--- src/rtl/slug_port_pkg.sv ---
// Shared constants and types for the slug port link: port bit positions,
// down-path FSM states and the default FIFO depth.
// Latency: n/a (package). Backpressure: n/a.
package slug_port_pkg;

  localparam int DEPTH_DEF = 4;
  localparam int BYTE_W    = 8;

  // Bits of the CPU output port (CPU -> link)
  localparam int PO_UP_TOG = 8;
  localparam int PO_DN_ACK = 12;

  // Bits of the CPU input port (link -> CPU)
  localparam int PI_DN_TOG     = 8;
  localparam int PI_UP_ACK     = 12;
  localparam int PI_ST_DN_NE   = 16;
  localparam int PI_ST_UP_FULL = 17;

  typedef enum logic {
    DN_IDLE     = 1'b0,
    DN_WAIT_ACK = 1'b1
  } dn_state_e;

endpackage

--- src/rtl/slug_fifo.sv ---
// Generic synchronous FIFO, power-of-two depth, head shown combinationally.
// Latency: pushed data visible at the head on the edge after the push.
// Backpressure: push ignored when full, pop ignored when empty.
// Ports: clk/rst (async active-low), push/push_data, pop/pop_data,
//        full, empty, count (occupancy, $clog2(DEPTH)+1 bits).
module slug_fifo #(
  parameter int WIDTH = 8,
  parameter int DEPTH = 4
) (
  input  logic                     clk,
  input  logic                     rst,
  input  logic                     push,
  input  logic [WIDTH-1:0]         push_data,
  input  logic                     pop,
  output logic [WIDTH-1:0]         pop_data,
  output logic                     full,
  output logic                     empty,
  output logic [$clog2(DEPTH):0]   count
);

  localparam int AW = $clog2(DEPTH);
  localparam int CW = AW + 1;

  logic [WIDTH-1:0] r_mem [DEPTH];
  logic [AW-1:0]    r_wr_ptr;
  logic [AW-1:0]    r_rd_ptr;
  logic [CW-1:0]    r_count;
  logic             w_do_push;
  logic             w_do_pop;

  assign full      = (r_count == CW'(DEPTH));
  assign empty     = (r_count == '0);
  assign count     = r_count;
  assign pop_data  = r_mem[r_rd_ptr];
  assign w_do_push = push & ~full;
  assign w_do_pop  = pop & ~empty;

  // Storage needs no reset; only pointers and count define validity.
  always_ff @(posedge clk) begin
    if (w_do_push) r_mem[r_wr_ptr] <= push_data;
  end

  // Pointers wrap naturally because DEPTH is a power of two.
  always_ff @(posedge clk or negedge rst) begin
    if (!rst) begin
      r_wr_ptr <= '0;
      r_rd_ptr <= '0;
      r_count  <= '0;
    end else begin
      if (w_do_push) r_wr_ptr <= r_wr_ptr + AW'(1);
      if (w_do_pop)  r_rd_ptr <= r_rd_ptr + AW'(1);
      case ({w_do_push, w_do_pop})
        2'b10:   r_count <= r_count + CW'(1);
        2'b01:   r_count <= r_count - CW'(1);
        default: r_count <= r_count;
      endcase
    end
  end

endmodule

--- src/rtl/slug_port_link.sv ---
// Byte link between a host stream interface and a CPU toggle-handshake port.
// Latency: host byte into empty down FIFO on edge N shows on port_in at N+2;
//          CPU up toggle is acked and queued one edge after it is seen.
// Backpressure: h_tx_ready = down FIFO not full; a CPU up toggle is held
//          unacked while the up FIFO is full and taken on the first edge with space.
// Ports: clk, rst (async active-low), port_out (from CPU), port_in (to CPU),
//        h_tx_data/h_tx_valid/h_tx_ready (host -> CPU),
//        h_rx_data/h_rx_valid/h_rx_ready (CPU -> host).
// Optional: define SLUG_PORT_LINK_STATUS_EN to drive port_in[17:16] status bits.
module slug_port_link
  import slug_port_pkg::*;
#(
  parameter int DEPTH = DEPTH_DEF
) (
  input  logic        clk,
  input  logic        rst,
  input  logic [31:0] port_out,
  output logic [31:0] port_in,
  input  logic [7:0]  h_tx_data,
  input  logic        h_tx_valid,
  output logic        h_tx_ready,
  output logic [7:0]  h_rx_data,
  output logic        h_rx_valid,
  input  logic        h_rx_ready
);

  localparam int CW = $clog2(DEPTH) + 1;

  dn_state_e         r_dn_state;
  logic [BYTE_W-1:0] r_dn_byte;
  logic              r_dn_tog;
  logic              r_dn_avail;
  logic              r_last_up;
  logic              r_up_ack;

  logic              w_dn_full;
  logic              w_dn_empty;
  logic              w_dn_pop;
  logic [BYTE_W-1:0] w_dn_head;
  logic              w_up_full;
  logic              w_up_empty;
  logic              w_up_push;
  logic [CW-1:0]     w_unused_dn_cnt;
  logic [CW-1:0]     w_unused_up_cnt;
  logic              w_unused_po;

  assign w_unused_po = &{1'b0, port_out[31:13], port_out[11:9]};

  // ---------------- down path: host -> CPU ----------------
  assign h_tx_ready = ~w_dn_full;

  // r_dn_avail is the registered non-empty flag; gating the pop on it adds
  // the extra edge that gives the two-edge push-to-port latency.
  assign w_dn_pop = (r_dn_state == DN_IDLE) & r_dn_avail & ~w_dn_empty;

  slug_fifo #(.WIDTH(BYTE_W), .DEPTH(DEPTH)) u_dn_fifo (
    .clk       (clk),
    .rst       (rst),
    .push      (h_tx_valid),
    .push_data (h_tx_data),
    .pop       (w_dn_pop),
    .pop_data  (w_dn_head),
    .full      (w_dn_full),
    .empty     (w_dn_empty),
    .count     (w_unused_dn_cnt)
  );

  always_ff @(posedge clk or negedge rst) begin
    if (!rst) begin
      r_dn_state <= DN_IDLE;
      r_dn_byte  <= '0;
      r_dn_tog   <= 1'b0;
      r_dn_avail <= 1'b0;
    end else begin
      r_dn_avail <= ~w_dn_empty;
      case (r_dn_state)
        DN_IDLE: begin
          if (w_dn_pop) begin
            r_dn_byte  <= w_dn_head;
            r_dn_tog   <= ~r_dn_tog;
            r_dn_state <= DN_WAIT_ACK;
          end
        end
        DN_WAIT_ACK: begin
          if (port_out[PO_DN_ACK] == r_dn_tog) r_dn_state <= DN_IDLE;
        end
        default: r_dn_state <= DN_IDLE;
      endcase
    end
  end

  // ---------------- up path: CPU -> host ----------------
  // Full is sampled before any same-edge host pop, so a pop on a full FIFO
  // never lets the pending toggle in on that same edge.
  assign w_up_push  = (port_out[PO_UP_TOG] ^ r_last_up) & ~w_up_full;
  assign h_rx_valid = ~w_up_empty;

  slug_fifo #(.WIDTH(BYTE_W), .DEPTH(DEPTH)) u_up_fifo (
    .clk       (clk),
    .rst       (rst),
    .push      (w_up_push),
    .push_data (port_out[7:0]),
    .pop       (h_rx_ready),
    .pop_data  (h_rx_data),
    .full      (w_up_full),
    .empty     (w_up_empty),
    .count     (w_unused_up_cnt)
  );

  always_ff @(posedge clk or negedge rst) begin
    if (!rst) begin
      r_last_up <= 1'b0;
      r_up_ack  <= 1'b0;
    end else if (w_up_push) begin
      r_last_up <= port_out[PO_UP_TOG];
      r_up_ack  <= ~r_up_ack;
    end
  end

  // ---------------- CPU input port assembly ----------------
`ifdef SLUG_PORT_LINK_STATUS_EN
  logic r_st_up_full;

  always_ff @(posedge clk or negedge rst) begin
    if (!rst) r_st_up_full <= 1'b0;
    else      r_st_up_full <= w_up_full;
  end
`endif

  always_comb begin
    port_in            = '0;
    port_in[7:0]       = r_dn_byte;
    port_in[PI_DN_TOG] = r_dn_tog;
    port_in[PI_UP_ACK] = r_up_ack;
`ifdef SLUG_PORT_LINK_STATUS_EN
    port_in[PI_ST_DN_NE]   = r_dn_avail;
    port_in[PI_ST_UP_FULL] = r_st_up_full;
`else
    port_in[PI_ST_UP_FULL:PI_ST_DN_NE] = 2'b00;
`endif
  end

endmodule

--- config.mk ---
export PLATFORM = sky130hd
export DESIGN_NAME = slug_port_link
export DESIGN_NICKNAME = d
export VERILOG_FILES = /design/src/rtl/slug_port_pkg.sv /design/src/rtl/slug_fifo.sv /design/src/rtl/slug_port_link.sv
export SDC_FILE = /design/constraint.sdc
export NUM_CORES = 1
export LEC_CHECK = 0
export CORE_MARGIN = 1.5
export CORE_UTILIZATION = 47
export CTS_BUF_LIST = sky130_fd_sc_hd__clkbuf_8
export DETAILED_ROUTE_END_ITERATION = 8
export PLACE_DENSITY = 0.78
export SETUP_SLACK_MARGIN = 0.15
export SLEW_MARGIN = 40
export SYNTH_ARGS = -nofsm -noshare
export SYNTH_HDL_FRONTEND = slang
export SYNTH_HIERARCHICAL = 1
export SYNTH_SLANG_ARGS = --single-unit
--- constraint.sdc ---
create_clock -name clk -period 2.1 [get_ports clk]
set_input_delay 0.42 -clock clk [delete_from_list [all_inputs] [get_ports clk]]
set_output_delay 0.42 -clock clk [all_outputs]
set_load 0.01 [all_outputs]
======== Yosys cells after proc, flatten, opt, wreduce, memory -nomap -nowiden ========
Memories as Yosys holds them, arrays and structs flattened. A register that Yosys moved wholly into a read port is not among the register bits.
Index checks and enable logic that the tools add are counted.
storage, ports and cells
  bits of input ports ..................... 44
  register bits ........................... 19
  output and inout bits ................... 42
  memory bits (writable) .................. 64
  memories kept ........................... 2
operators by class
  equal/unequal tests ..................... 7
  reduce and logical (&&, ||, !) cells .... 6
  muxes and demuxes ....................... 9
  bitwise logic cells ..................... 15
  add/subtract/negate cells ............... 8
memory list
  name             depth  width  read ports  clocked after Yosys merged registers in  wr ports  RTL line         RTL
  u_dn_fifo.r_mem  4      8      1           1                                        1         slug_fifo.sv:24  logic [WIDTH-1:0] r_mem [DEPTH];
  u_up_fifo.r_mem  4      8      1           0                                        1         slug_fifo.sv:24
operator list
  cell                   number
  $pmux W3 S2            2
  $add A2 B1 Y2 const B  4
  $and A1 B1 Y1          7
  $not A1 Y1             7
  $add A3 B1 Y3 const B  2
  $eq A3 B3 Y1 const B   2
  $logic_not A3 Y1       2
  $mux W1                6
  $sub A3 B1 Y3 const B  2
  $eq A2 B1 Y1 const B   2
  $eq A2 B2 Y1 const B   2
  $reduce_bool A2 Y1     2
  $pmux W1 S2            1
  $reduce_and A2 Y1      1
  $eq A1 B1 Y1           1
  $logic_not A1 Y1       1
  $xor A1 B1 Y1          1

======== Logic depth before layout (Yosys ltp) ========
  depth after elaboration ................. 6
  depth in mapped cells ................... 10
  gate-level depth less buffers ........... 10

======== Cells and area by module ========
The synthesis kept the hierarchy.
by module, submodules not included
  module          sequential area each (sq um)  cells an instance  times used  area an instance (sq um)
  slug_fifo       1136.1                        79                 2           1592.8
  slug_port_link  325.3                         58                 1           693.2

======== Worst setup path before layout ========
OpenSTA, ideal clock, no wires.
  kind .................................... reg-to-reg
  from .................................... reg u_dn_fifo.r_count[0] (netlist: u_dn_fifo/count[0])
  to ...................................... reg u_dn_fifo.r_count[2] (netlist: u_dn_fifo/count[2])
  stages on the path, launching flop included .. 11
  period minus slack after synthesis ...... 2.132 ns
  setup time .............................. 0.079 ns
  path buffers ............................ 1
  data required time ...................... 2.021 ns
  arrival ................................. 2.053 ns
  setup slack ............................. -0.032 ns
  cell sequence ........................... dfrtp_1 -> nor3_1 -> nor3b_2 -> buf_6 -> o31a_2 -> ha_1 -> inv_1 -> fa_1 -> xor2_1 -> nor2_1 -> xor2_1
between the ends
  cells in the longest elaborated chain, start to end .. 6
  elaborated cells on any way between the ends .. 13
  classes of those cells .................. 2 x add/sub; 3 x eq/ne; 1 x mux; 5 x bitwise; 2 x reduce/logical
RTL lines
  what                                               RTL line              RTL
  start: declaration                                 slug_fifo.sv:27       logic [CW-1:0] r_count;
  start signal: assignment                           slug_fifo.sv:53       2'b10: r_count <= r_count + CW'(1);
  start signal: assignment                           slug_fifo.sv:54       2'b01: r_count <= r_count - CW'(1);
  start signal: assignment                           slug_fifo.sv:55       default: r_count <= r_count;
  $logic_not A3 Y1 (*)                               slug_fifo.sv:32       assign empty = (r_count == '0);
  named net w_dn_empty                               slug_port_link.sv:37  logic w_dn_empty;
  $not A1 Y1 (*)                                     slug_port_link.sv:54  assign w_dn_pop = (r_dn_state == DN_IDLE) & r_dn_avail & ~w_dn_empty;
  $and A1 B1 Y1 (*)                                  slug_port_link.sv:54
  named net w_dn_pop                                 slug_port_link.sv:38  logic w_dn_pop;
  $and A1 B1 Y1 (*)                                  slug_fifo.sv:36       assign w_do_pop = pop & ~empty;
  named net u_dn_fifo.w_do_pop                       slug_fifo.sv:29       logic w_do_pop;
  $eq A2 B1 Y1 or $eq A2 B2 Y1 (tied branches)       slug_fifo.sv:52       case ({w_do_push, w_do_pop})
  $pmux W3 S2 or $reduce_bool A2 Y1 (tied branches)  -
Mark *: on every way through the listed nets, which the timed path passes. The rest lies on a longest branch.
A chain may end at the register's enable or synchronous reset.

======== Worst setup path in the final report ========
  from .................................... reg u_up_fifo.r_rd_ptr[0]
  to ...................................... out h_rx_data[4]
between the ends
  cells in the longest elaborated chain, start to end .. 1
RTL lines
  what                      RTL line              RTL
  start: declaration        slug_fifo.sv:26       logic [AW-1:0] r_rd_ptr;
  start signal: assignment  slug_fifo.sv:51       if (w_do_pop) r_rd_ptr <= r_rd_ptr + AW'(1);
  $mem_v2 Z4 W8             -
  end: declaration          slug_port_link.sv:22  output logic [7:0] h_rx_data,
Every way passes these cells.

==> impl_metrics.toml <==
[finish]
antenna_cells = 0
layout-drive-gt1-share = 0.345
nNetsFinal = 338
register_area_um2 = 2600
nFillCells = 610
final_area_um2 = 4730
final_cells = 389
multi_input_area_um2 = 1150
syn2layout_area_growth_pct = 21.9

[drt]
wl_per_cell_um = 15.0
vias = 1866
drtPass1Iterations = 4
drt-met1-wl_mm = 2.35
dr_wl_met2_mm = 3.07
first_iter_violations = 68
wl_met3_um = 370
top_layer = "met4"
drtAntennaViolNets = 0
via_per_inst = 4.80
drc = 0
routed_wl_mm = 5.84

[setup_path]
endpoint_kind = "primary output"
critPathBufInv = 2
max_stage_delay_ns = 0.52
path_depth = 3
r2r_slack_ns = 0.17
cp.arrival_ns = 1.55
critical_path.cell_chain = "buf_6, mux4_2, buf_6"
critPathLaunchType = "register"
worstPathMaxFanout = 5
rr_worst_depth = 10
crit_path_end = "h_rx_data[4]"
r2r-end = "u_dn_fifo/count[2]$_DFFE_PN0P_"
crit_type = "reg -> out"
critPathLaunch = "u_up_fifo/r_rd_ptr[0]$_DFFE_PN0P_"
crit_family = "multiplexers"
r2r-start = "u_dn_fifo/count[1]$_DFFE_PN0P_"
required_ns = 1.68
critPathMostFrequentCell = "buf_6"
slowest_stage = "mux4_2"

[floorplanning]
die_h_um = 93.8
dieArea_um2 = 8810
initial_core_util = 0.494
die_width_um = 93.8
core-area_um2 = 7850
io_pins = 86
rows = 32

[clocking]
clock-root-buffer = "clkbuf_8"
cts_buffers = 9
htreeDepth = 3
clock_sinks = 91
clk_pin_slew_ns = 0.08
cts_tree = "yes"
cts.path.max_buffers = 2
insertion_delay_ns = 0.35

[pwr]
p_leak_uw = 0.00183
ir_drop_v = 0.000747
power.density_nw_per_um2 = 1460
p_total_uw = 6920

[grt]
antenna_found_initial = 0
grt_pass1_vias = 1965
grt_overflow = 0
grt_use_total = 0.146
grt_pass1_wl_mm = 9.38
grt_max_degree = 28

[place]
hpwlAfterDp_mm = 3.94
placed_cell_area_um2 = 4410
port_buffers = 41
place_inst = 363
place.gp.congestion = 0.679

[yosys]
synth-xor-area-share = 0.0361
synth_compound_area_frac = 0.00742
synth_adder_area_share = 0.0426
synth_top_area_share = 0.495
synth-seq-cells = 91
synthTopCellsByArea = "edfxtp_1, dfrtp_1, mux4_2"
syn_inst = 216
synth_area_leader_cell = "edfxtp_1"
syn_area_um2 = 3880
yosysSeqAreaShare = 0.670
yosys-mux-area-fraction = 0.132
synth_top_family_by_area = "multiplexers"
synth_area_per_cell_um2 = 18.0
yosys_warnings = 6
yosys.area_share.simple = 0.0429
ys_types = 25

[sta]
finalMaxSlewViolations = 0
hold_viol = 0
final.setup.tns_ns = 0
period_needed_ns = 1.97
clock_skew_ns = 0.00979
grt_setup_unrepaired = "true"
setup_violations = 0
period_share = 0.938
fmax_ghz = 0.508

[min_path]
min_from = "port_out[8]"
hold_class = "in -> reg"

[job]
drv_cap = 0

[outcome]
status = "finished clean"
## stage by stage
| step | util | hold slack (ns) | setup slack [ns] |
|---|---|---|---|
| after detailed placement | 0.562 | 0.459 | -0.236 |
| final | 0.603 | 0.417 | 0.130 |
| after CTS | 0.596 | 0.436 | 0.0339 |
| after global routing | 0.603 | 0.418 | 0.0517 |
| after global placement | 0.562 | 0.466 | -0.215 |
| after floorplan | - | 0.124 | 0.119 |
## where the power goes
group          internal (uW)  switching, uW  total [uW]  leakage, uW
registers               2520            325        2840     0.000896
clock network            668            584        1250     0.000109
logic                   1640           1180        2820     0.000827
## cells in the mapped netlist, drive strengths merged
cell type / number
ha: 10
buf: 27
mux2: 11
conb: 1
nor2b: 2
xnor2: 7
mux2i: 2
inv: 15
o31a: 2
and2: 8
dfrtp: 27
edfxtp: 64
a21o: 1
nand2: 2
fa: 2
xor2: 9
nor2: 3
clkbuf: 2
mux4: 16
nor3: 2
nor3b: 3
## worst register-to-register path, cell delays in order, from the launching register on
cell	delay, ns
dfrtp_2	0.42
buf_6	0.11
nor3_2	0.04
nor3b_2	0.21
o31a_4	0.19
ha_4	0.13
inv_1	0.05
fa_2	0.33
xor2_1	0.14
nor2_1	0.11
xor2_1	0.15
## repair_timing
action / in CTS / in global routing
buffers inserted: 7 / 3
pin swaps: 5 / 2
gates resized for setup: 40 / 9
hold buffers: 0 / 0
setup endpoints to repair: 12 / 13
## state kept, by name, indices dropped and copies added, names as in the netlist
register	flops
u_dn_fifo/r_mem	32
u_up_fifo/r_mem	32
r_dn_byte	8
u_dn_fifo/count	3
u_up_fifo/count	3
u_dn_fifo/r_rd_ptr	2
u_dn_fifo/r_wr_ptr	2
u_up_fifo/r_rd_ptr	2
u_up_fifo/r_wr_ptr	2
r_dn_avail	1
r_dn_state	1
r_dn_tog	1
r_last_up	1
r_up_ack	1
## worst min-delay path by stage
stage | slack [ns] | endpoint | cells after the start
finish | 0.42 | r_last_up$_DFFE_PN0P_ | 2
CTS | 0.44 | u_dn_fifo/r_wr_ptr[1]$_DFFE_PN0P_ | 2
detailed placement | 0.46 | r_up_ack$_DFFE_PN0P_ | 1
global placement | 0.47 | r_up_ack$_DFFE_PN0P_ | 1
global route | 0.42 | r_last_up$_DFFE_PN0P_ | 2
floorplan | 0.12 | r_dn_avail$_DFF_PN0_ | 0
## placed cells by master, fill, tap and decap left out, types with 4 or more instances in the layout
master,Yosys,layout
buf_4,24,18
and2_2,8,8
inv_1,15,14
clkbuf_8,0,9
buf_6,1,8
mux2_2,9,9
ha_1,10,8
xor2_1,9,9
clkdlybuf4s50_1,0,30
mux4_2,16,16
xnor2_1,7,6
conb_1,1,22
dfrtp_1,27,25
buf_2,2,4
edfxtp_1,64,64
## metal layers
layer	track usage	vias to the layer above
met1	0.165	937
met5	0	-
met3	0.0477	5
li1	-	864
met4	0.0522	0
met2	0.258	60
## layout make-up
class / instances / area share
timing repair buffer: 63 / 0.122
inverter: 15 / 0.0119
clock inverter: 7 / 0.0196
multi-input combinational: 102 / 0.244
tap: 102 / 0.0270
clock buffer: 9 / 0.0262
sequential: 91 / 0.550
## kinds of logic (layout without fill, tap and decap cells)
logic type               Yosys count  after routing
flip-flops                        91             91
other                              1             22
buffers and inverters             44             94
adder cells (fa/ha/maj)           12             12
AO/OA/AOI/OAI                      3              3
AND/OR/NAND/NOR                   20             20
multiplexers                      29             29
XOR/XNOR                          16             16
No activity file was read; power rests on OpenSTA's default activity.
